**config.mk**
```make
export PLATFORM = sky130hd
export DESIGN_NAME = mem_arbiter
export DESIGN_NICKNAME = d
export VERILOG_FILES = /design/src/rtl/mem_arbiter_pkg.sv /design/src/rtl/mem_arbiter.sv
export SDC_FILE = /design/constraint.sdc
export NUM_CORES = 1
export LEC_CHECK = 0
export CAP_MARGIN = 25
export CORE_ASPECT_RATIO = 0.5
export CORE_MARGIN = 10
export CORE_UTILIZATION = 43
export DETAILED_ROUTE_END_ITERATION = 8
export PLACE_DENSITY_LB_ADDON = 0.05
export SLEW_MARGIN = 0
export SYNTH_ARGS = -nofsm -noshare
export SYNTH_HDL_FRONTEND = slang
export SYNTH_SLANG_ARGS = --single-unit
```
**constraint.sdc**
```tcl
create_clock -name clk -period 7.2 [get_ports clk]
set_input_delay 0.72 -clock clk [delete_from_list [all_inputs] [get_ports clk]]
set_output_delay 0.72 -clock clk [all_outputs]
set_load 0.02 [all_outputs]
```
**src/rtl/mem_arbiter_pkg.sv**
```systemverilog
// mem_arbiter_pkg: shared types, state encodings and the priority pick for mem_arbiter
package mem_arbiter_pkg;
   localparam int ADDR_W_DEF    = 32;
   localparam int WORD_W_DEF    = 32;
   localparam int ROB_IDX_W_DEF = 4;
   localparam logic TRUE  = 1'b1;
   localparam logic FALSE = 1'b0;
   typedef logic [ADDR_W_DEF-1:0]    addr_tp;
   typedef logic [WORD_W_DEF-1:0]    word_tp;
   typedef logic [ROB_IDX_W_DEF-1:0] rob_idx_tp;
   typedef enum logic [2:0] {ARB_IDLE, ARB_FC, ARB_LD, ARB_ST, ARB_COOL} arb_state_e;
   // store > load > fetch, except a starved fetch jumps the queue
   function automatic arb_state_e arb_pick(input logic st, input logic ld, input logic fc, input logic starved);
      return (fc && starved) ? ARB_FC : st ? ARB_ST : ld ? ARB_LD : fc ? ARB_FC : ARB_IDLE;
   endfunction
endpackage

```
**src/rtl/mem_arbiter.sv**
```systemverilog
// mem_arbiter: serialises fetch/load/store requests onto a one-hot memctrl channel
// Ports: clk/rst (async, active-high), rdy freezes everything, rb rolls back loads;
// fc_*/st_*/ld_* requester side with *_done pulses; mc_* memctrl side (valid, latched
// payload, done inputs, registered rollback mc_rb).
module mem_arbiter
   import mem_arbiter_pkg::*;
#(
   parameter int ADDR_W     = 32,
   parameter int WORD_W     = 32,
   parameter int ROB_IDX_W  = 4,
   parameter int STARVE_LIM = 8
) (
   input  logic                 clk,
   input  logic                 rst,
   input  logic                 rdy,
   input  logic                 rb,
   input  logic                 fc_req,
   input  logic [ADDR_W-1:0]    fc_addr,
   output logic                 fc_done,
   input  logic                 st_req,
   input  logic [ADDR_W-1:0]    st_addr,
   input  logic [WORD_W-1:0]    st_data,
   input  logic [3:0]           st_len,
   output logic                 st_done,
   input  logic                 ld_req,
   input  logic [ADDR_W-1:0]    ld_addr,
   input  logic [3:0]           ld_len,
   input  logic                 ld_sext,
   input  logic [ROB_IDX_W-1:0] ld_src,
   output logic                 ld_done,
   output logic                 mc_fc_valid,
   output logic                 mc_st_valid,
   output logic                 mc_ld_valid,
   output logic [ADDR_W-1:0]    mc_addr,
   output logic [WORD_W-1:0]    mc_st_data,
   output logic [3:0]           mc_len,
   output logic                 mc_ld_sext,
   output logic [ROB_IDX_W-1:0] mc_ld_src,
   input  logic                 mc_fc_done,
   input  logic                 mc_st_done,
   input  logic                 mc_ld_done,
   output logic                 mc_rb
);
   localparam int CNT_W = $clog2(STARVE_LIM + 1);
   localparam logic [CNT_W-1:0] LIM = CNT_W'(STARVE_LIM);

   arb_state_e state_q, state_d, grant;
   logic [CNT_W-1:0] starve_q, starve_d;
   logic [ADDR_W-1:0] addr_q, addr_d;
   logic [WORD_W-1:0] data_q, data_d;
   logic [3:0] len_q, len_d;
   logic sext_q, sext_d;
   logic [ROB_IDX_W-1:0] src_q, src_d;
   logic fc_done_q, fc_done_d, st_done_q, st_done_d, ld_done_q, ld_done_d, rb_q;

   always_ff @(posedge clk or posedge rst) begin
      if (rst) begin
         state_q   <= ARB_IDLE;
         starve_q  <= '0;
         addr_q    <= '0;
         data_q    <= '0;
         len_q     <= '0;
         sext_q    <= 1'b0;
         src_q     <= '0;
         fc_done_q <= 1'b0;
         st_done_q <= 1'b0;
         ld_done_q <= 1'b0;
         rb_q      <= 1'b0;
      end else if (rdy) begin
         state_q   <= state_d;
         starve_q  <= starve_d;
         addr_q    <= addr_d;
         data_q    <= data_d;
         len_q     <= len_d;
         sext_q    <= sext_d;
         src_q     <= src_d;
         fc_done_q <= fc_done_d;
         st_done_q <= st_done_d;
         ld_done_q <= ld_done_d;
         rb_q      <= rb;
      end
   end

   always_comb begin
      grant     = arb_pick(st_req, ld_req && !rb, fc_req, starve_q == LIM);
      state_d   = state_q;
      starve_d  = starve_q;
      addr_d    = addr_q;
      data_d    = data_q;
      len_d     = len_q;
      sext_d    = sext_q;
      src_d     = src_q;
      fc_done_d = 1'b0;
      st_done_d = 1'b0;
      ld_done_d = 1'b0;
      case (state_q)
         ARB_IDLE: begin
            state_d = grant;
            if (grant == ARB_FC) begin
               addr_d   = fc_addr;
               starve_d = '0;
            end
            if (grant == ARB_ST) begin
               addr_d = st_addr;
               data_d = st_data;
               len_d  = st_len;
            end
            if (grant == ARB_LD) begin
               addr_d = ld_addr;
               len_d  = ld_len;
               sext_d = ld_sext;
               src_d  = ld_src;
            end
            if ((grant == ARB_ST || grant == ARB_LD) && starve_q != LIM) starve_d = starve_q + CNT_W'(1);
         end
         ARB_FC: begin
            state_d   = mc_fc_done ? ARB_COOL : ARB_FC;
            fc_done_d = mc_fc_done;
         end
         ARB_ST: begin
            state_d   = mc_st_done ? ARB_COOL : ARB_ST;
            st_done_d = mc_st_done;
         end
         // rollback beats a same-cycle completion: the load result is discarded
         ARB_LD: begin
            state_d   = (rb || mc_ld_done) ? ARB_COOL : ARB_LD;
            ld_done_d = mc_ld_done && !rb;
         end
         default: state_d = ARB_IDLE;
      endcase
      if (!fc_req) starve_d = '0;
   end

   always_comb begin
      mc_fc_valid = state_q == ARB_FC;
      mc_st_valid = state_q == ARB_ST;
      mc_ld_valid = state_q == ARB_LD;
      mc_addr     = addr_q;
      mc_st_data  = data_q;
      mc_len      = len_q;
      mc_ld_sext  = sext_q;
      mc_ld_src   = src_q;
      fc_done     = fc_done_q;
      st_done     = st_done_q;
      ld_done     = ld_done_q;
      mc_rb       = rb_q;
   end
endmodule

```
# After elaboration in Yosys (flattened, before gate mapping)
# Cells that the tools add are included.
[totals]
wordCells = 57
inputBits = 151
register_bits = 84
[classes]
muxes = 20
eq_ne = 10
add_sub_neg = 1
n_reduce_logical = 15
[op_table]
columns = ["op", "count"]
rows = [
  ["$mux 32", 3],
  ["$mux 4", 6],
  ["$reduce_and 3->1", 5],
  ["$pmux 3 s4", 1],
  ["$mux 3", 3],
  ["$eq 3x2->1 const B", 2],
  ["$mux 2", 3],
  ["$add 4x1->4 const B", 1],
  ["$eq 2x2->1 const B", 2],
  ["$eq 4x4->1 const B", 1],
  ["$logic_and 1x1->1", 4],
  ["$mux 1", 4],
  ["$ne 4x4->1 const B", 1],
  ["$eq 3x1->1 const B", 1],
  ["$logic_not 3->1", 1],
  ["$ne 3x1->1 const B", 1],
  ["$reduce_bool 3->1", 1],
  ["$eq 2x1->1 const B", 1],
  ["$logic_or 1x1->1", 2],
  ["$ne 2x1->1 const B", 1],
  ["$reduce_bool 2->1", 1],
  ["$logic_not 1->1", 1],
]

# Logic depth before layout (Yosys ltp)
# Gate-level depths: netlist (run 1).
[logic_depth]
ltp_word = 11
depth_mapped = 8

# Worst setup path after synthesis (run 1)
# OpenSTA, ideal clock, no wires.
[synth_timing]
path_type = "input-to-reg"
from = "in rb"
to = "reg sext_q, in the netlist mc_ld_sext"
path_slack_ps = 5330
required_time_ps = 7075
arrival_time_ps = 1745
path_buffers = 1
setup_ps = 125
stages = 5
cell_sequence = "nand2b_1 > buf_2 > nor3_2 > nand2_1 > mux2_2"
[synth_via]
elab_chain_len = 7
[synth_lines]
columns = ["item", "line", "rtl"]
rows = [
  ["start, declared", "mem_arbiter.sv:16", "input logic rb,"],
  ["$logic_not 1->1", "mem_arbiter.sv:85", "grant = arb_pick(st_req, ld_req && !rb, fc_req, starve_q == LIM);"],
  ["$logic_and 1x1->1", "mem_arbiter.sv:85", ""],
  ["$mux 2 (3 in a row)", "mem_arbiter_pkg.sv:14", "return (fc && starved) ? ARB_FC : st ? ARB_ST : ld ? ARB_LD : fc ? ARB_FC : ARB_IDLE;"],
  ["$eq 2x2->1", "mem_arbiter.sv:108", "if (grant == ARB_LD) begin"],
  ["$reduce_and 3->1 (no source line)", "-", ""],
  ["end signal, assigned", "mem_arbiter.sv:75", "sext_q <= sext_d;"],
  ["end, declared", "mem_arbiter.sv:52", "logic sext_q, sext_d;"],
]
# No other way between the ends.
# A chain may end at the register's enable or synchronous reset.

# Worst setup path in the final report (run 1)
[layout_timing]
from = "in rdy"
to = "reg data_q[12], in the netlist mc_st_data[12]"
[layout_via]
elab_chain_len = 1
[layout_lines]
columns = ["item", "line", "rtl"]
rows = [
  ["start, declared", "mem_arbiter.sv:15", "input logic rdy,"],
  ["$reduce_and 3->1 (no source line)", "-", ""],
  ["end signal, assigned", "mem_arbiter.sv:73", "data_q <= data_d;"],
  ["end, declared", "mem_arbiter.sv:50", "logic [WORD_W-1:0] data_q, data_d;"],
]
# No other way between the ends.

==> results.txt, run 1 <==
DR vias -> 4173
Rows -> 26
maximum vdd drop -> 0.000192 V
drc violations -> 0
number of global-route vias before repair -> 4254
commonest non-fill, non-tap cells in the layout -> clkdlybuf4s50_1, dfrtp_1, o21ai_0, nand2_1, mux2_2
clk_skew -> 9.82 ps
gr usage total -> 0.192
Hold Fails Final Rpt -> 0
htree depth -> 3
Slew @ Worst Pin -> 885 ps
Initial DRC Count -> 256
RSZ-0062 raised after global routing -> no
die height -> 91.9 µm
share of layout cells above drive strength 1 -> 0.0955
core region area -> 10100 µm²
CTS Buffer Depth -> 2
post-route ant nets -> 0
TNS Setup -> 0 ps
Period minus WS final -> 3120 ps
final WL -> 14900 µm
DR WL/cell -> 18.4 µm
Synth Cell Area -> 4450 µm²
clk sink count -> 84
hpwl dp -> 11300 µm
Crit. End Element -> flop
final setup vio count -> 0
# hold bufs at CTS -> 0
sequential share of the synthesized area -> 0.472
die width -> 164 µm
CP required -> 7410 ps
slew margin rel. -> 0.410
fmax -> 321 MHz
Setup Fix Bufs, Post-CTS -> 0
num ports -> 231
period utilization -> 0.433
cell area after layout -> 7150 µm²
Max-Cap Viols -> 0
Skew-Pair Late Insertion Delay -> 340 ps
Synth cell types -> 38
Pleak -> 2.88 nW
Nets -> 818
Slew Limit Fails -> 0
grt met1 use -> 0.228
Worst Setup Start Kind -> input pin
GR peak layer -> met2
post-CTS sizing -> 0
most common cell after layout, fill and taps aside -> clkdlybuf4s50_1
IO buf count -> 230
starting density of the core -> 0.438
CP arrival -> 3330 ps
Crit Path Max Fanout -> 32
largest net degree at the start of global routing -> 71
ANT cells -> 0
die area -> 15100 µm²
dpl ws -> 3710 ps
CTS tree -> built
Util after Layout -> 0.704
first-pass GRT wire length -> 23300 µm
Syn Nets -> 606
Worst-path clk slew -> 70 ps
yosys warns -> 0
grt ovf -> 0
Layout area overhead -> 60.6%
initial antenna violation count -> 0
Placer Congestion -> 0.769
Synth Register Bits -> 84
WHS -> 475 ps
Setup CP Type -> input pin to flop
Worst Setup Slack, final -> 4080 ps
pwr/cell area -> 350 nW/µm²
Hold WC Path Type -> flop to flop
status -> completed
drt pass-1 iters -> 4
via density per instance -> 5.15
CTS Root Buffer Type -> clkbuf_16
post-synthesis instance total -> 453
FILL cells -> 825
syn_area_per_cell -> 9.82 µm²
met3 Use GR -> 0.0624
Post-DP Area -> 6830 µm²
Inserted Clock Buffers -> 9
GRT met2 Usage -> 0.336
cells in the mapped netlist:
master | instances | area share
o22ai_1 | 4 | 0.0056
nand2_1 | 43 | 0.036
nor3_1 | 1 | 0.0011
buf_2 | 9 | 0.010
o31ai_2 | 1 | 0.0028
dfrtp_1 | 84 | 0.47
nor2b_1 | 1 | 0.0014
o21ai_0 | 47 | 0.053
nor2_1 | 1 | 0.00084
o21bai_1 | 1 | 0.0017
ha_1 | 2 | 0.0056
nor3b_1 | 2 | 0.0034
a21oi_1 | 33 | 0.037
buf_1 | 5 | 0.0042
nand4b_1 | 2 | 0.0039
mux2_1 | 6 | 0.015
nand3b_1 | 31 | 0.052
or3_1 | 31 | 0.044
mux2_2 | 34 | 0.086
and3b_1 | 1 | 0.0020
o31ai_1 | 32 | 0.054
or2_2 | 1 | 0.0014
nand2b_1 | 33 | 0.046
or3b_1 | 1 | 0.0020
nand3_2 | 1 | 0.0022
o211ai_1 | 1 | 0.0017
a21bo_2 | 1 | 0.0022
clkbuf_1 | 21 | 0.018
and4b_1 | 1 | 0.0022
o2bb2ai_1 | 2 | 0.0039
o311ai_0 | 1 | 0.0020
a21o_1 | 1 | 0.0017
a22oi_1 | 1 | 0.0017
nor3_2 | 1 | 0.0022
inv_1 | 10 | 0.0084
a32oi_1 | 1 | 0.0020
nand3_1 | 4 | 0.0045
nor4b_4 | 1 | 0.0053
power by group:
group / switching, W / internal [W]
Combinational: 0.000599 / 0.000622
Sequential: 0.000127 / 0.000692
Clock: 0.000193 / 0.000272
critical path, cell delays in order:
cell and delay, ps:
clkdlybuf4s50_1 720, nor4b_4 550, nand3_2 750, mux2_1 580
sequential cells by signal, indices dropped and copies added, names as in the netlist:
name and flops:
mc_addr 32, mc_st_data 32, mc_ld_src 4, mc_len 4, starve_q 4, state_q 3, fc_done 1, ld_done 1
mc_ld_sext 1, mc_rb 1, st_done 1
layout make-up:
class	instances	area, µm²	share of cell area
Clock buffer	10	229	0.0320
Clock inverter	6	71.3	0.00998
Inverter	10	38.8	0.00543
Multi-Input combinational cell	324	2180	0.305
Sequential cell	84	2100	0.294
Tap cell	140	175	0.0245
Timing Repair Buffer	236	2350	0.329
final timing paths:
path | slack, ps | startpoint | cells after the start | endpoint
max | 4080 | rdy | 4 | mc_st_data[12]
min reg2reg | 470 | mc_addr[24] | 2 | mc_addr[24]
max reg2reg | 4680 | state_q[0] | 3 | mc_st_data[12]
max in group asynchronous | 5410 | rst | 3 | mc_addr[11]
min | 470 | mc_addr[24] | 2 | mc_addr[24]
min in group asynchronous | 640 | rst | 2 | mc_st_data[19]
stage by stage:
stage | cells | total power [W]
2_1_floorplan | 453 | 0.00142
3_3_place_gp | 793 | 0.00204
3_5_place_dp | 793 | 0.00207
4_1_cts | 809 | 0.00254
5_1_grt | 810 | 0.00266
6_report | 810 | 0.00250
per-layer routing:
metal	wire length, µm	vias up
li1	-	2053
met1	6330	1967
met2	7240	141
met3	1170	12
met4	169	0
met5	0	-
logic make-up (layout without fill, tap and decap cells):
logic type	Yosys count	after routing	share of synthesized area
multiplexers	40	40	0.101
buffers and inverters	45	262	0.0405
flip-flops	84	84	0.472
AO/OA/AOI/OAI	126	126	0.169
adder cells (fa/ha/maj)	2	2	0.00562
AND/OR/NAND/NOR	156	156	0.211
No activity file was read; power rests on OpenSTA's default activity.
==> run 2, diff against run 1 <==
--- a/config.mk
+++ b/config.mk
@@ -8,7 +8,7 @@
 export CAP_MARGIN = 25
 export CORE_ASPECT_RATIO = 0.5
 export CORE_MARGIN = 10
-export CORE_UTILIZATION = 43
+export CORE_UTILIZATION = 40
 export DETAILED_ROUTE_END_ITERATION = 8
 export PLACE_DENSITY_LB_ADDON = 0.05
 export SLEW_MARGIN = 0
==> constraint.sdc (replaced) <==
create_clock -name clk -period 3.2 [get_ports clk]
set_input_delay 0.32 -clock clk [delete_from_list [all_inputs] [get_ports clk]]
set_output_delay 0.32 -clock clk [all_outputs]
set_load 0.02 [all_outputs]
==> run 2 against run 1 <==
  * Global-route usage is 0.82 points lower
  * Combinational power rose by 130%
  * Worst hold slack lost 280 ps
==> results.txt, run 2 (synthesis gave the netlist of run 1 again) <==
slew margin rel. -> 0.478 (+0.0678)
DR WL/cell -> 18.8 µm (+1.8%)
CTS Buffer Depth -> 2 (unchanged)
Setup Fix Bufs, Post-CTS -> 0 (unchanged)
die height -> 94.6 µm (+2.9%)
post-route ant nets -> 0 (unchanged)
DR vias -> 4198 (+0.60%)
Max-Cap Viols -> 0 (unchanged)
Period minus WS final -> 2230 ps
num ports -> 231 (unchanged)
commonest non-fill, non-tap cells in the layout -> clkdlybuf4s50_1, dfrtp_1, o21ai_0, nand2_1, mux2_2
gr usage total -> 0.184 (-0.00822)
final WL -> 15300 µm (+2.7%)
Skew-Pair Late Insertion Delay -> 340 ps (about the same)
Crit. End Element -> primary output
Inserted Clock Buffers -> 9 (unchanged)
placed insts -> 801 (+1.0%)
Nets -> 820 (+0.24%)
IO buf count -> 230 (unchanged)
Slew Limit Fails -> 0 (unchanged)
final setup vio count -> 0 (unchanged)
post-CTS sizing -> 0 (unchanged)
die area -> 16000 µm² (+6.2%)
period utilization -> 0.697
grt ovf -> 0 (unchanged)
CP arrival -> 1910 ps (-1420 ps)
RSZ-0062 raised after global routing -> no
Crit Path Max Fanout -> 8 (-75%)
Slew @ Worst Pin -> 783 ps (-102 ps)
Worst Setup Start Kind -> flop
TNS Setup -> 0 ps (unchanged)
Final Instance Count excl. Fillers -> 817 (+0.86%)
core region area -> 10900 µm² (+7.8%)
status -> completed
CTS Root Buffer Type -> clkbuf_16
Placer Congestion -> 0.775 (+0.85%)
clk_skew -> 7.35 ps (-2.46 ps)
via density per instance -> 5.14 (-0.26%)
clk sink count -> 84 (unchanged)
Hold Fails Final Rpt -> 0 (unchanged)
number of global-route vias before repair -> 4289 (+0.82%)
R2R Setup Slk -> 1000 ps (-3680 ps)
CP required -> 2880 ps (-4530 ps)
Layout area overhead -> 61.7%
ANT cells -> 0 (unchanged)
Pleak -> 2.91 nW (+0.78%)
most common cell after layout, fill and taps aside -> clkdlybuf4s50_1
maximum vdd drop -> 0.000297 V (+54%)
# hold bufs at CTS -> 0 (unchanged)
drc violations -> 0 (unchanged)
Hold WC Path Type -> input pin to async pin
starting density of the core -> 0.407 (-0.0319)
htree depth -> 3 (unchanged)
CTS tree -> built
Initial DRC Count -> 266 (+3.9%)
hpwl dp -> 11600 µm (+2.2%)
Worst-path clk slew -> 70 ps (about the same)
largest net degree at the start of global routing -> 79 (+11%)
Rows -> 27 (+3.8%)
share of layout cells above drive strength 1 -> 0.0982 (+0.00269)
pwr/cell area -> 788 nW/µm² (+130%)
first-pass GRT wire length -> 23900 µm (+2.5%)
Setup CP Type -> flop to primary output
fmax -> 449 MHz
initial antenna violation count -> 0 (unchanged)
die width -> 169 µm (+3.2%)
drt pass-1 iters -> 4 (unchanged)
## run 2: cell count changes in the layout (fill, tap and decap cells not counted)
cell,change
inv_6,-1
inv_8,+1
buf_8,-1
clkinv_4,-1
buf_12,+3
clkinvlp_4,+1
## run 2: area by class of cell
cell class | instances | area [µm²]
Inverter | 10 | 38.8
Timing Repair Buffer | 238 | 2390
Clock inverter | 6 | 72.6
Multi-Input combinational cell | 324 | 2180
Fill cell | 916 | 3750
Tap cell | 145 | 181
Sequential cell | 84 | 2100
Clock buffer | 10 | 229
## run 2: final timing paths
| kind | from | to | depth (start not counted) |
|---|---|---|---|
| worst max-delay path | state_q[0] | mc_fc_valid | 2 |
| worst min-delay path | rst | mc_st_data[17] | 2 |
| worst max register to register | starve_q[0] | mc_ld_src[3] | 7 |
| worst min register to register | mc_addr[13] | mc_addr[13] | 2 |
| max in group asynchronous | rst | starve_q[3] | 3 |
| min in group clk | st_req | mc_addr[14] | 3 |
## run 2: power breakdown
part | switching (W) | total, W | internal [W] | leakage (nW)
logic | 0.00136 | 0.00277 | 0.00141 | 1.74
clock network | 0.000454 | 0.00107 | 0.000614 | 0.137
registers | 0.000283 | 0.00184 | 0.00156 | 1.03
## run 2: worst max-delay path, cell delays in order (launching register included)
cell	delay, ps
dfrtp_1	500
nor3b_1	380
clkdlybuf4s50_1	690
## run 2: layer usage
metal / track usage / wire (µm) / vias to the layer above
li1: - / - / 2060
met1: 0.230 / 6620 / 1993
met2: 0.303 / 7240 / 137
met3: 0.0709 / 1370 / 8
met4: 0.0286 / 88 / 0
met5: 0 / 0 / -
## run 2: stage by stage
step	cell area (µm²)	power (W)	hold WS, ps	setup slack [ps]	util
after floorplan	4450	0.00320	452	715	-
after global placement	6900	0.00461	459	709	0.630
after detailed placement	6900	0.00467	465	663	0.630
after CTS	7200	0.00575	186	953	0.658
after global routing	7200	0.00603	190	845	0.658
final	7200	0.00568	193	970	0.658
==> run 3, diff against run 2 <==
==> constraint.sdc (replaced) <==
create_clock -name clk -period 2.13 [get_ports clk]
set_input_delay 0.213 -clock clk [delete_from_list [all_inputs] [get_ports clk]]
set_output_delay 0.213 -clock clk [all_outputs]
set_load 0.02 [all_outputs]
==> run 3 against run 2 <==
  * Non-clock buffer count up 5
  * First-iteration DRC count down 3.4%
  * Power up 48%
  * Wire length down 0.23%
  * Worst hold slack about the same
  * Clock skew down 0.75 ps
  * Combinational power up 52%
  * Final cell count up 0.49%
  * Via count up 0.36%
  * Clock power up 36%
  * Register-to-register slack worse by 800 ps
  * Highest routed layer unchanged
  * Sequential power up 49%
==> results.txt, run 3 (synthesis gave the netlist of run 1 again) <==
core region area -> 10900 µm² (unchanged)
via density per instance -> 5.13 (-0.13%)
number of global-route vias before repair -> 4218 (-1.7%)
Hold Fails Final Rpt -> 0 (unchanged)
CTS tree -> built
Worst Setup Start Kind -> flop
commonest non-fill, non-tap cells in the layout -> clkdlybuf4s50_1, dfrtp_1, o21ai_0, nand2_1, mux2_2
Setup CP Type -> flop to primary output
final setup vio count -> 0 (unchanged)
dpl ws -> 39.8 ps (-623 ps)
die width -> 169 µm (unchanged)
TNS Setup -> 0 ps (unchanged)
period utilization -> 0.945
Setup Fix Bufs, Post-CTS -> 0 (unchanged)
pwr/cell area -> 1160 nW/µm² (+48%)
RSZ-0062 raised after global routing -> no
die area -> 16000 µm² (unchanged)
Util after Layout -> 0.661 (+0.00320)
first-pass GRT wire length -> 23200 µm (-2.9%)
Power, Total -> 0.00842 W (+48%)
Pleak -> 2.93 nW (+0.82%)
gr usage total -> 0.179 (-0.00548)
grt ovf -> 0 (unchanged)
Nets -> 825 (+0.61%)
Max-Cap Viols -> 0 (unchanged)
slew margin rel. -> 0.566 (+0.0888)
Placer Congestion -> 0.785 (+1.3%)
Worst Setup Slack, final -> 117 ps (-854 ps)
maximum vdd drop -> 0.000499 V (+68%)
Post-DP Area -> 6950 µm² (+0.76%)
CTS Root Buffer Type -> clkbuf_16
DR WL/cell -> 18.6 µm (-0.71%)
IO buf count -> 230 (unchanged)
Slew @ Worst Pin -> 647 ps (-136 ps)
hpwl dp -> 11600 µm (+0.37%)
num ports -> 231 (unchanged)
status -> completed
Initial DRC Count -> 257 (-3.4%)
Slew Limit Fails -> 0 (unchanged)
DR vias -> 4213 (+0.36%)
Worst-path clk slew -> 70 ps (about the same)
# hold bufs at CTS -> 0 (unchanged)
die height -> 94.6 µm (unchanged)
initial antenna violation count -> 0 (unchanged)
largest net degree at the start of global routing -> 74 (-6.3%)
ANT cells -> 0 (unchanged)
Hold WC Path Type -> input pin to async pin
Skew-Pair Late Insertion Delay -> 330 ps (about the same)
Layout area overhead -> 62.5%
post-CTS sizing -> 0 (unchanged)
post-route ant nets -> 0 (unchanged)
CP required -> 1920 ps (-960 ps)
clk sink count -> 84 (unchanged)
CTS Buffer Depth -> 2 (unchanged)
cell area after layout -> 7230 µm² (+0.49%)
final WL -> 15300 µm (-0.23%)
fmax -> 497 MHz
Crit. End Element -> primary output
Rows -> 27 (unchanged)
CP arrival -> 1800 ps (-110 ps)
Crit Path Max Fanout -> 8 (unchanged)
drt pass-1 iters -> 4 (unchanged)
Inserted Clock Buffers -> 9 (unchanged)
drc violations -> 0 (unchanged)
starting density of the core -> 0.407 (unchanged)
most common cell after layout, fill and taps aside -> clkdlybuf4s50_1
share of layout cells above drive strength 1 -> 0.108 (+0.00977)
htree depth -> 3 (unchanged)
Period minus WS final -> 2010 ps
clk_skew -> 6.60 ps (-0.749 ps)
## run 3: changes by cell type in the layout (fill, tap and decap cells not counted), sizes merged
cell,delta
inv,+1
bufinv,-1
buf,+5
clkbuf,-1
## run 3: layer usage
| layer | routed length, µm | global-route usage |
|---|---|---|
| met1 | 6620 | 0.214 |
| met2 | 7340 | 0.305 |
| met3 | 1090 | 0.0643 |
| met4 | 240 | 0.0386 |
| met5 | 0 | 0 |
## run 3: area by class of cell
type                       count  area [µm²]
tap                          145         181
clock buffer                   9         225
clock inverter                 6        48.8
multi-input combinational    324        2190
inverter                      10        41.3
sequential                    84        2100
timing repair buffer         243        2440
fill                         955        3710
## run 3: final timing paths
kind | startpoint | end | slack, ps | cells after the start
worst max-delay path | state_q[0] | mc_fc_valid | 120 | 2
worst min-delay path | rst | mc_st_data[29] | 190 | 2
worst max register to register | starve_q[0] | mc_ld_src[0] | 200 | 6
worst min register to register | mc_addr[11] | mc_addr[11] | 470 | 2
max in group asynchronous | rst | mc_addr[30] | 1280 | 3
min in group clk | st_req | mc_addr[14] | 450 | 4
## run 3: through the flow
stage,std cells,hold WS (ps)
floorplan,453,345
global placement,806,460
detailed placement,806,465
CTS,821,192
global route,821,202
finish,821,193
## run 3: power breakdown
| group | leakage (nW) | switching (W) | internal, W | total (W) |
|---|---|---|---|---|
| combinational | 1.77 | 0.00205 | 0.00216 | 0.00421 |
| clock | 0.130 | 0.000658 | 0.000798 | 0.00146 |
| sequential | 1.03 | 0.000416 | 0.00234 | 0.00275 |
## run 3: worst max-delay path, stage by stage (launching register included)
cell and delay, ps:
dfrtp_1 510, nor3b_2 300, clkdlybuf4s50_1 650
